===== src/rtl/pixel_stream_reader.sv =====
// Raster-order frame source: reads IMG_W*IMG_H pixels from a 1-cycle-latency memory
// and emits them as a valid/ready stream with coordinates and frame markers.
module pixel_stream_reader #(
  parameter int unsigned IMG_W  = 64,
  parameter int unsigned IMG_H  = 64,
  parameter int unsigned PIX_W  = 8,
  parameter int unsigned X_W    = 8,
  parameter int unsigned Y_W    = 8,
  parameter int unsigned ADDR_W = 16
) (
  input  logic              i_clk,
  input  logic              i_rst,
  input  logic              i_start,
  output logic              o_busy,
  output logic              o_done,
  output logic              o_mem_rd_en,
  output logic [ADDR_W-1:0] o_mem_addr,
  input  logic [PIX_W-1:0]  i_mem_rdata,
  output logic [PIX_W-1:0]  o_pixel_out,
  output logic [X_W-1:0]    o_pixel_x,
  output logic [Y_W-1:0]    o_pixel_y,
  output logic              o_sof,
  output logic              o_eol,
  output logic              o_eof,
  output logic              o_pixel_valid,
  input  logic              i_pixel_ready
);

  localparam logic [X_W-1:0]    LAST_X    = X_W'(IMG_W - 1);
  localparam logic [ADDR_W-1:0] LAST_ADDR = ADDR_W'(IMG_W * IMG_H - 1);

  typedef struct packed {
    logic [X_W-1:0] x;
    logic [Y_W-1:0] y;
    logic           sof;
    logic           eol;
    logic           eof;
  } tag_t;

  typedef struct packed {
    logic [PIX_W-1:0] pix;
    tag_t             tag;
  } beat_t;

  typedef enum logic [1:0] {
    S_IDLE,
    S_STREAM,
    S_FINISH
  } state_t;

  state_t              r_state;
  state_t              w_state_nxt;
  logic [X_W-1:0]      r_x;
  logic [X_W-1:0]      w_x_nxt;
  logic [Y_W-1:0]      r_y;
  logic [Y_W-1:0]      w_y_nxt;
  logic [ADDR_W-1:0]   r_addr;
  logic [ADDR_W-1:0]   w_addr_nxt;
  logic                w_rd_en;

  logic                r_inflight;
  tag_t                r_if_tag;
  tag_t                w_issue_tag;
  beat_t               w_push_beat;

  beat_t               r_head;
  logic                r_head_v;
  beat_t               r_skid;
  logic                r_skid_v;
  logic                r_done;

  logic                w_pop;
  logic [1:0]          w_occ;
  logic                w_room;

  // Occupancy counts stored beats plus the read returning this cycle
  assign w_pop  = r_head_v & i_pixel_ready;
  assign w_occ  = 2'(r_head_v) + 2'(r_skid_v) + 2'(r_inflight);
  assign w_room = (w_occ - 2'(w_pop)) < 2'd2;

  assign w_issue_tag.x   = r_x;
  assign w_issue_tag.y   = r_y;
  assign w_issue_tag.sof = (r_x == '0) && (r_y == '0);
  assign w_issue_tag.eol = (r_x == LAST_X);
  assign w_issue_tag.eof = (r_addr == LAST_ADDR);

  assign w_push_beat.pix = i_mem_rdata;
  assign w_push_beat.tag = r_if_tag;

  // State register
  always_ff @(posedge i_clk) begin
    if (i_rst) begin
      r_state <= S_IDLE;
    end else begin
      r_state <= w_state_nxt;
    end
  end

  // Next state, read issue and raster counters
  always_comb begin
    w_state_nxt = r_state;
    w_rd_en     = 1'b0;
    w_x_nxt     = r_x;
    w_y_nxt     = r_y;
    w_addr_nxt  = r_addr;
    case (r_state)
      S_IDLE: begin
        if (i_start) begin
          w_state_nxt = S_STREAM;
          w_x_nxt     = '0;
          w_y_nxt     = '0;
          w_addr_nxt  = '0;
        end
      end
      S_STREAM: begin
        if (w_room) begin
          w_rd_en = 1'b1;
          if (r_addr == LAST_ADDR) begin
            w_state_nxt = S_FINISH;
          end else begin
            w_addr_nxt = r_addr + ADDR_W'(1);
            if (r_x == LAST_X) begin
              w_x_nxt = '0;
              w_y_nxt = r_y + Y_W'(1);
            end else begin
              w_x_nxt = r_x + X_W'(1);
            end
          end
        end
      end
      S_FINISH: begin
        if (w_pop && r_head.tag.eof) begin
          w_state_nxt = S_IDLE;
        end
      end
      default: w_state_nxt = S_IDLE;
    endcase
  end

  // Counters, in-flight tag, done pulse and the two-entry output buffer
  always_ff @(posedge i_clk) begin
    if (i_rst) begin
      r_x        <= '0;
      r_y        <= '0;
      r_addr     <= '0;
      r_inflight <= 1'b0;
      r_if_tag   <= '0;
      r_head     <= '0;
      r_head_v   <= 1'b0;
      r_skid     <= '0;
      r_skid_v   <= 1'b0;
      r_done     <= 1'b0;
    end else begin
      r_x        <= w_x_nxt;
      r_y        <= w_y_nxt;
      r_addr     <= w_addr_nxt;
      r_inflight <= w_rd_en;
      if (w_rd_en) begin
        r_if_tag <= w_issue_tag;
      end
      r_done <= (r_state == S_FINISH) && w_pop && r_head.tag.eof;

      if (w_pop) begin
        if (r_skid_v) begin
          r_head   <= r_skid;
          r_head_v <= 1'b1;
          r_skid_v <= r_inflight;
          if (r_inflight) begin
            r_skid <= w_push_beat;
          end
        end else begin
          r_head_v <= r_inflight;
          if (r_inflight) begin
            r_head <= w_push_beat;
          end
        end
      end else if (r_inflight) begin
        if (!r_head_v) begin
          r_head   <= w_push_beat;
          r_head_v <= 1'b1;
        end else begin
          r_skid   <= w_push_beat;
          r_skid_v <= 1'b1;
        end
      end
    end
  end

  assign o_busy        = (r_state != S_IDLE);
  assign o_done        = r_done;
  assign o_mem_rd_en   = w_rd_en;
  assign o_mem_addr    = r_addr;
  assign o_pixel_out   = r_head.pix;
  assign o_pixel_x     = r_head.tag.x;
  assign o_pixel_y     = r_head.tag.y;
  assign o_sof         = r_head.tag.sof;
  assign o_eol         = r_head.tag.eol;
  assign o_eof         = r_head.tag.eof;
  assign o_pixel_valid = r_head_v;

endmodule


===== config.mk =====
export PLATFORM = sky130hd
export DESIGN_NAME = pixel_stream_reader
export DESIGN_NICKNAME = d
export VERILOG_FILES = /design/src/rtl/pixel_stream_reader.sv
export SDC_FILE = /design/constraint.sdc
export NUM_CORES = 1
export LEC_CHECK = 0
export ABC_CLOCK_PERIOD_IN_PS = 2900
export CAP_MARGIN = 30
export CORE_MARGIN = 2
export CORE_UTILIZATION = 45
export CTS_CLUSTER_SIZE = 30
export DETAILED_ROUTE_END_ITERATION = 6
export GPL_TIMING_DRIVEN = 1
export PLACE_DENSITY = 0.69
export SYNTH_ARGS = -nofsm -noshare
export SYNTH_HDL_FRONTEND = slang
export SYNTH_SLANG_ARGS = --single-unit

===== constraint.sdc =====
create_clock -name i_clk -period 2.9 [get_ports i_clk]
set_input_delay 0.29 -clock i_clk [delete_from_list [all_inputs] [get_ports i_clk]]
set_output_delay 0.29 -clock i_clk [all_outputs]
set_load 0.05 [all_outputs]

# Word level (Yosys, flattened, before mapping)
# Index checks and enable logic that the tools add are counted.
dict set report word_totals {
  out_inout_bits 47
  input_bits 12
  regBits 111
  elab_cells 100
}
dict set report op_classes {
  magnitude_cmp 1
  n_eq_ne 13
  n_reduce_logical 18
  n_bitwise 1
  muxes 36
  addsub 6
}
# op count
set ops {}
lappend ops {{$mux 27} 9}
lappend ops {{$mux 8} 7}
lappend ops {{$mux 16} 3}
lappend ops {{$pmux 16 s2} 1}
lappend ops {{$pmux 8 s2} 2}
lappend ops {{$add 16x1->16 const B} 1}
lappend ops {{$add 8x1->8 const B} 2}
lappend ops {{$eq 16x12->1 const B} 1}
lappend ops {{$logic_not 8->1} 2}
lappend ops {{$ne 2x2->1 const B} 8}
lappend ops {{$reduce_and 4->1} 3}
lappend ops {{$reduce_bool 2->1} 5}
lappend ops {{$mux 1} 9}
lappend ops {{$eq 8x6->1 const B} 1}
lappend ops {{$mux 2} 4}
lappend ops {{$pmux 2 s3} 1}
lappend ops {{$reduce_and 5->1} 1}
lappend ops {{$logic_and 1x1->1} 4}
lappend ops {{$reduce_and 3->1} 1}
lappend ops {{$add 1x1->2} 1}
lappend ops {{$add 2x1->2} 1}
lappend ops {{$eq 2x1->1 const B} 1}
lappend ops {{$eq 2x2->1 const B} 1}
lappend ops {{$logic_not 2->1} 1}
lappend ops {{other kinds (5)} 5}

# Logic depth before layout (Yosys ltp)
dict set report depth {
  ltp_word 6
  ltp_mapped 10
  mapped_depth_nobuf 9
}

# Least setup slack after synthesis
# Ideal clock, no wire load.
dict set report synth_path {
  path_kind {register to register}
  start {reg r_head_v (netlist: o_pixel_valid)}
  end {reg r_x[2]}
  required_time_ns 2.834
  setup_time_ns 0.066
  stages_incl_launch_ff 10
  period_less_slack_ns 2.853
  t_arrival_ns 2.787
  setup_slack_ns 0.047
  path_buffers 1
  cell_sequence {dfxtp_1 -> nand2_1 -> ha_1 -> ha_1 -> a21oi_4 -> mux2i_4 -> o211ai_4 -> buf_6 -> or3_2 -> a21oi_2}
}
dict set report synth_between {
  elab_chain_cells 6
  elab_cells_between_ends 7
  classes_between {add/sub: 3; order compare: 1; eq/ne: 1; bitwise: 1; reduce/logical: 1}
}
# item line_no
set synth_lines {}
lappend synth_lines {{start: declaration} 67} ;# logic r_head_v;
lappend synth_lines {{start signal: assignment} 172} ;# r_head_v <= r_inflight;
lappend synth_lines {{$add 1x1->2} 78} ;# assign w_occ = 2'(r_head_v) + 2'(r_skid_v) + 2'(r_inflight);
lappend synth_lines {{$add 2x1->2} 78}
lappend synth_lines {{$sub 2x1->2 *} 79} ;# assign w_room = (w_occ - 2'(w_pop)) < 2'd2;
lappend synth_lines {{$lt 2x2->1 *} 79}
lappend synth_lines {{$ne 2x2->1 (no source line) *} n/a}
lappend synth_lines {{$reduce_and 4->1 (no source line) *} n/a}
lappend synth_lines {{end signal: assignment} 154} ;# r_x <= w_x_nxt;
lappend synth_lines {{end: declaration} 53} ;# logic [X_W-1:0] r_x;
# Every way passes the cells marked *; elsewhere a longest branch is shown, timed or not.
# A chain may end at the register's enable or synchronous reset.

# Final worst setup path
dict set report layout_path {
  start {in i_pixel_ready}
  end {out o_mem_rd_en}
}
dict set report layout_between {
  elab_chain_cells 5
}
# item line_no
set layout_lines {}
lappend layout_lines {{start: declaration} 26} ;# input logic i_pixel_ready
lappend layout_lines {{$and 1x1->1} 77} ;# assign w_pop = r_head_v & i_pixel_ready;
lappend layout_lines {{$sub 2x1->2} 79}
lappend layout_lines {{$lt 2x2->1} 79}
lappend layout_lines {{$mux 1} 116} ;# if (w_room) begin
lappend layout_lines {{$mux 1} 106} ;# case (r_state)
lappend layout_lines {{end: declaration} 16} ;# output logic o_mem_rd_en,
# No other way between the ends.

==> flow_summary.yaml <==
status:
  status: "complete, no violations"
setup_path:
  worstPathRequired_ns: 2.61
  r2r_end: "o_mem_addr[15]"
  critical_path.endpoint: "o_mem_rd_en"
  start_kind: "input port"
  rr_worst_depth: 9
  crit_type: "input port to primary output"
  startpoint: "i_pixel_ready"
  crit_path_end_kind: "primary output"
  cp_data_arrival_time_ns: 2.45
  rrSetupSlack_ns: 0.34
  r2r_start: "o_pixel_valid"
  worst-path-max-fanout: 3
timing:
  fin_crit_ns: 2.74
  fin_ws_ns: 0.156
  worst_pin_slew_ns: 0.722
  max_freq_mhz: 364
  setup_viol: 0
  rsz0062_at_grt: "no"
  fin_crit_sh: 0.946
  finalHoldViolations: 0
  tns_ns: 0
  fin_skew_ns: 0.00973
  slew_violations: 0
  slew_headroom: 0.519
routing:
  firstDrtPassIters: 6
  wl_met3_um: 482
  vias: 4329
  drtIter0Drc: 374
  postRouteWirelength_um: 11300
  ant_nets: 0
  vias_per_cell: 5.47
  wire_per_inst_um: 14.3
  wl_met1_um: 5440
  top_layer: "met4"
  drc: 0
  dr_wl_met2_um: 5320
power_and_ir_drop:
  power.share.clock: 0.400
  p_int_mw: 2.40
  pwr-share-seq: 0.482
  p_per_area_nw_per_um2: 534
  total_power_mw: 3.29
  p_sw_mw: 0.890
  p_leak_nw: 2.22
  sw_frac_of_total: 0.271
  ir_drop_mv: 0.271
  comb_power_share: 0.117
layout:
  antenna-diode-count: 0
  seq_area_um2: 2220
  drive_gt1_frac: 0.129
  area_growth_pct: 20.7
  final_nets: 667
  fill_cells: 1012
  multi_input_area_um2: 2600
clock_tree:
  clockRootBuffer: "clkbuf_16"
  tritoncts: "yes"
  post_cts_buffers: 0
  cts.sinks: 111
  h-tree-depth: 3
  clk_path_buf_depth: 2
  worstSkewPairLatency_ns: 0.35
  cts_buffers: 9
  clk_pin_slew_ns: 0.08
placed_design:
  port_buffers: 58
  dp_slack_ns: -0.00738
  globalplace.congestion: 0.896
  dp.final_hpwl_um: 7880
grt:
  grt_pass1_wl_um: 19100
  antenna_found_initial: 0
  grt_pass1_vias: 4077
  grt_max_degree: 74
  grt_overflow: 0
  track_usage: 0.184
synthesis:
  synth_async_sr_flop_share: 0
  ys_seq_elements: 111
  synth_nets: 608
  syn-cell-area_um2: 5100
  yosys_warnings: 0
  synth_top_flop_cell: "dfxtp_1"
  synth_edf_count: 0
  ys_seq_area_frac: 0.436
  synth_cell_types: 70
  syn_inst: 588
  syn_avg_cell_area_um2: 8.68
floorplanning:
  die_x_um: 110
  pin_count: 59
  die_area_um2: 12200
  core_area_um2: 10900
  chipHeight_um: 110
  rows: 38
  start_util: 0.466
flow_run:
  cap_violations: 0
hold_path:
  hold_class: "input port to flip-flop"
-- sequential cells by signal (all words and copies together) (netlist names) --
register and cells:
r_skid 27, r_skid_v 1, o_sof 1, r_y 8
r_state 2, o_pixel_y 8, o_eol 1, o_mem_addr 16
r_inflight 1, o_eof 1, r_x 8, o_pixel_valid 1
o_done 1, r_if_tag 19, o_pixel_out 8, o_pixel_x 8
-- cell usage after synthesis, drive strengths merged (2+ instances only) --
cell type	count	area (µm²)
nor2	43	161
nor4b	2	17.5
a311oi	2	17.5
nor4	4	31.3
mux2i	30	313
o211ai	3	36.3
nor3	8	56.3
nand2	119	452
dfxtp	111	2220
or2	2	12.5
buf	13	126
a211oi	33	278
and3	7	43.8
nand4	7	50.1
a41oi	4	42.6
or3	8	61.3
o31ai	4	30.0
ha	8	100
nand2b	4	25.0
nand3	16	90.1
inv	15	56.3
nor2b	3	21.3
xnor2	3	26.3
a21oi	73	395
and2	4	27.5
o21ai	15	82.6
clkbuf	22	103
a31oi	6	37.5
or4	2	15.0
nand3b	2	15.0
-- cells by family after synthesis --
family                   synth area share
flip-flops                          0.436
multiplexers                       0.0635
XOR/XNOR                          0.00687
AO/OA/AOI/OAI                       0.202
AND/OR/NAND/NOR                     0.217
buffers and inverters              0.0559
adder cells (fa/ha/maj)            0.0196
-- critical path: stages --
cell and delay (ns):
clkdlybuf4s50_1 0.48, nand2_1 0.08, ha_1 0.28, ha_1 0.31, a21oi_4 0.22, buf_4 0.15
xor2_1 0.21, nand2_2 0.08, inv_1 0.09, buf_4 0.13, buf_12 0.13
-- worst min-delay path by stage --
| stage | start | endpoint | slack (ns) | depth (start not counted) |
|---|---|---|---|---|
| 3_5_place_dp | r_skid[13] | r_skid[13] | 0.45 | 2 |
| 5_1_grt | i_rst | r_if_tag[1] | 0.39 | 3 |
| 2_1_floorplan | i_mem_rdata[0] | r_skid[19] | 0.43 | 2 |
| 4_1_cts | i_rst | r_inflight | 0.38 | 4 |
| 3_3_place_gp | r_skid[21] | r_skid[21] | 0.44 | 2 |
| 6_report | i_rst | r_inflight | 0.37 | 4 |
-- placed cells by master, fill, tap and decap left out, types with 12 or more instances in the layout --
master / Yosys / final
nand2_1: 117 / 117
dfxtp_1: 111 / 109
a21oi_1: 67 / 67
clkdlybuf4s50_1: 0 / 56
nor2_1: 43 / 42
a211oi_1: 30 / 30
mux2i_1: 29 / 29
buf_4: 4 / 25
inv_1: 15 / 15
nand3_1: 14 / 14
o21ai_0: 12 / 12
-- routing by layer --
metal | up-vias | track usage
li1 | 2193 | -
met1 | 2027 | 0.242
met2 | 102 | 0.308
met3 | 7 | 0.0346
met4 | 0 | 0.0517
met5 | - | 0
-- power by group through the flow --
| stage | clock network [mW] | logic, mW | registers, mW |
|---|---|---|---|
| after floorplan | 0 | 0.206 | 1.68 |
| after global placement | 0 | 0.379 | 1.62 |
| after detailed placement | 0 | 0.386 | 1.62 |
| after CTS | 1.35 | 0.387 | 1.58 |
| after global routing | 1.40 | 0.417 | 1.59 |
| final | 1.32 | 0.386 | 1.59 |
-- layout make-up --
class	count	area share
inverter	15	0.00915
clock buffer	9	0.0366
clock inverter	7	0.0163
timing repair buffer	83	0.126
sequential	111	0.361
multi-input combinational	427	0.423
tap	140	0.0285
-- per-stage QoR --
| stage | area [µm²] | cells | hold slack (ns) | utilization |
|---|---|---|---|---|
| after floorplan | 5100 | 588 | 0.426 | - |
| after global placement | 5830 | 776 | 0.440 | 0.533 |
| after detailed placement | 5830 | 776 | 0.446 | 0.533 |
| after CTS | 6150 | 792 | 0.375 | 0.563 |
| after global routing | 6160 | 792 | 0.392 | 0.563 |
| final | 6160 | 792 | 0.370 | 0.563 |
-- repair_timing --
item                       CTS  global route
setup endpoints to repair    0             1
hold endpoints to repair     0             0
hold buffers                 0             0
resized for setup            0             2
No activity file was read; power rests on OpenSTA's default activity.
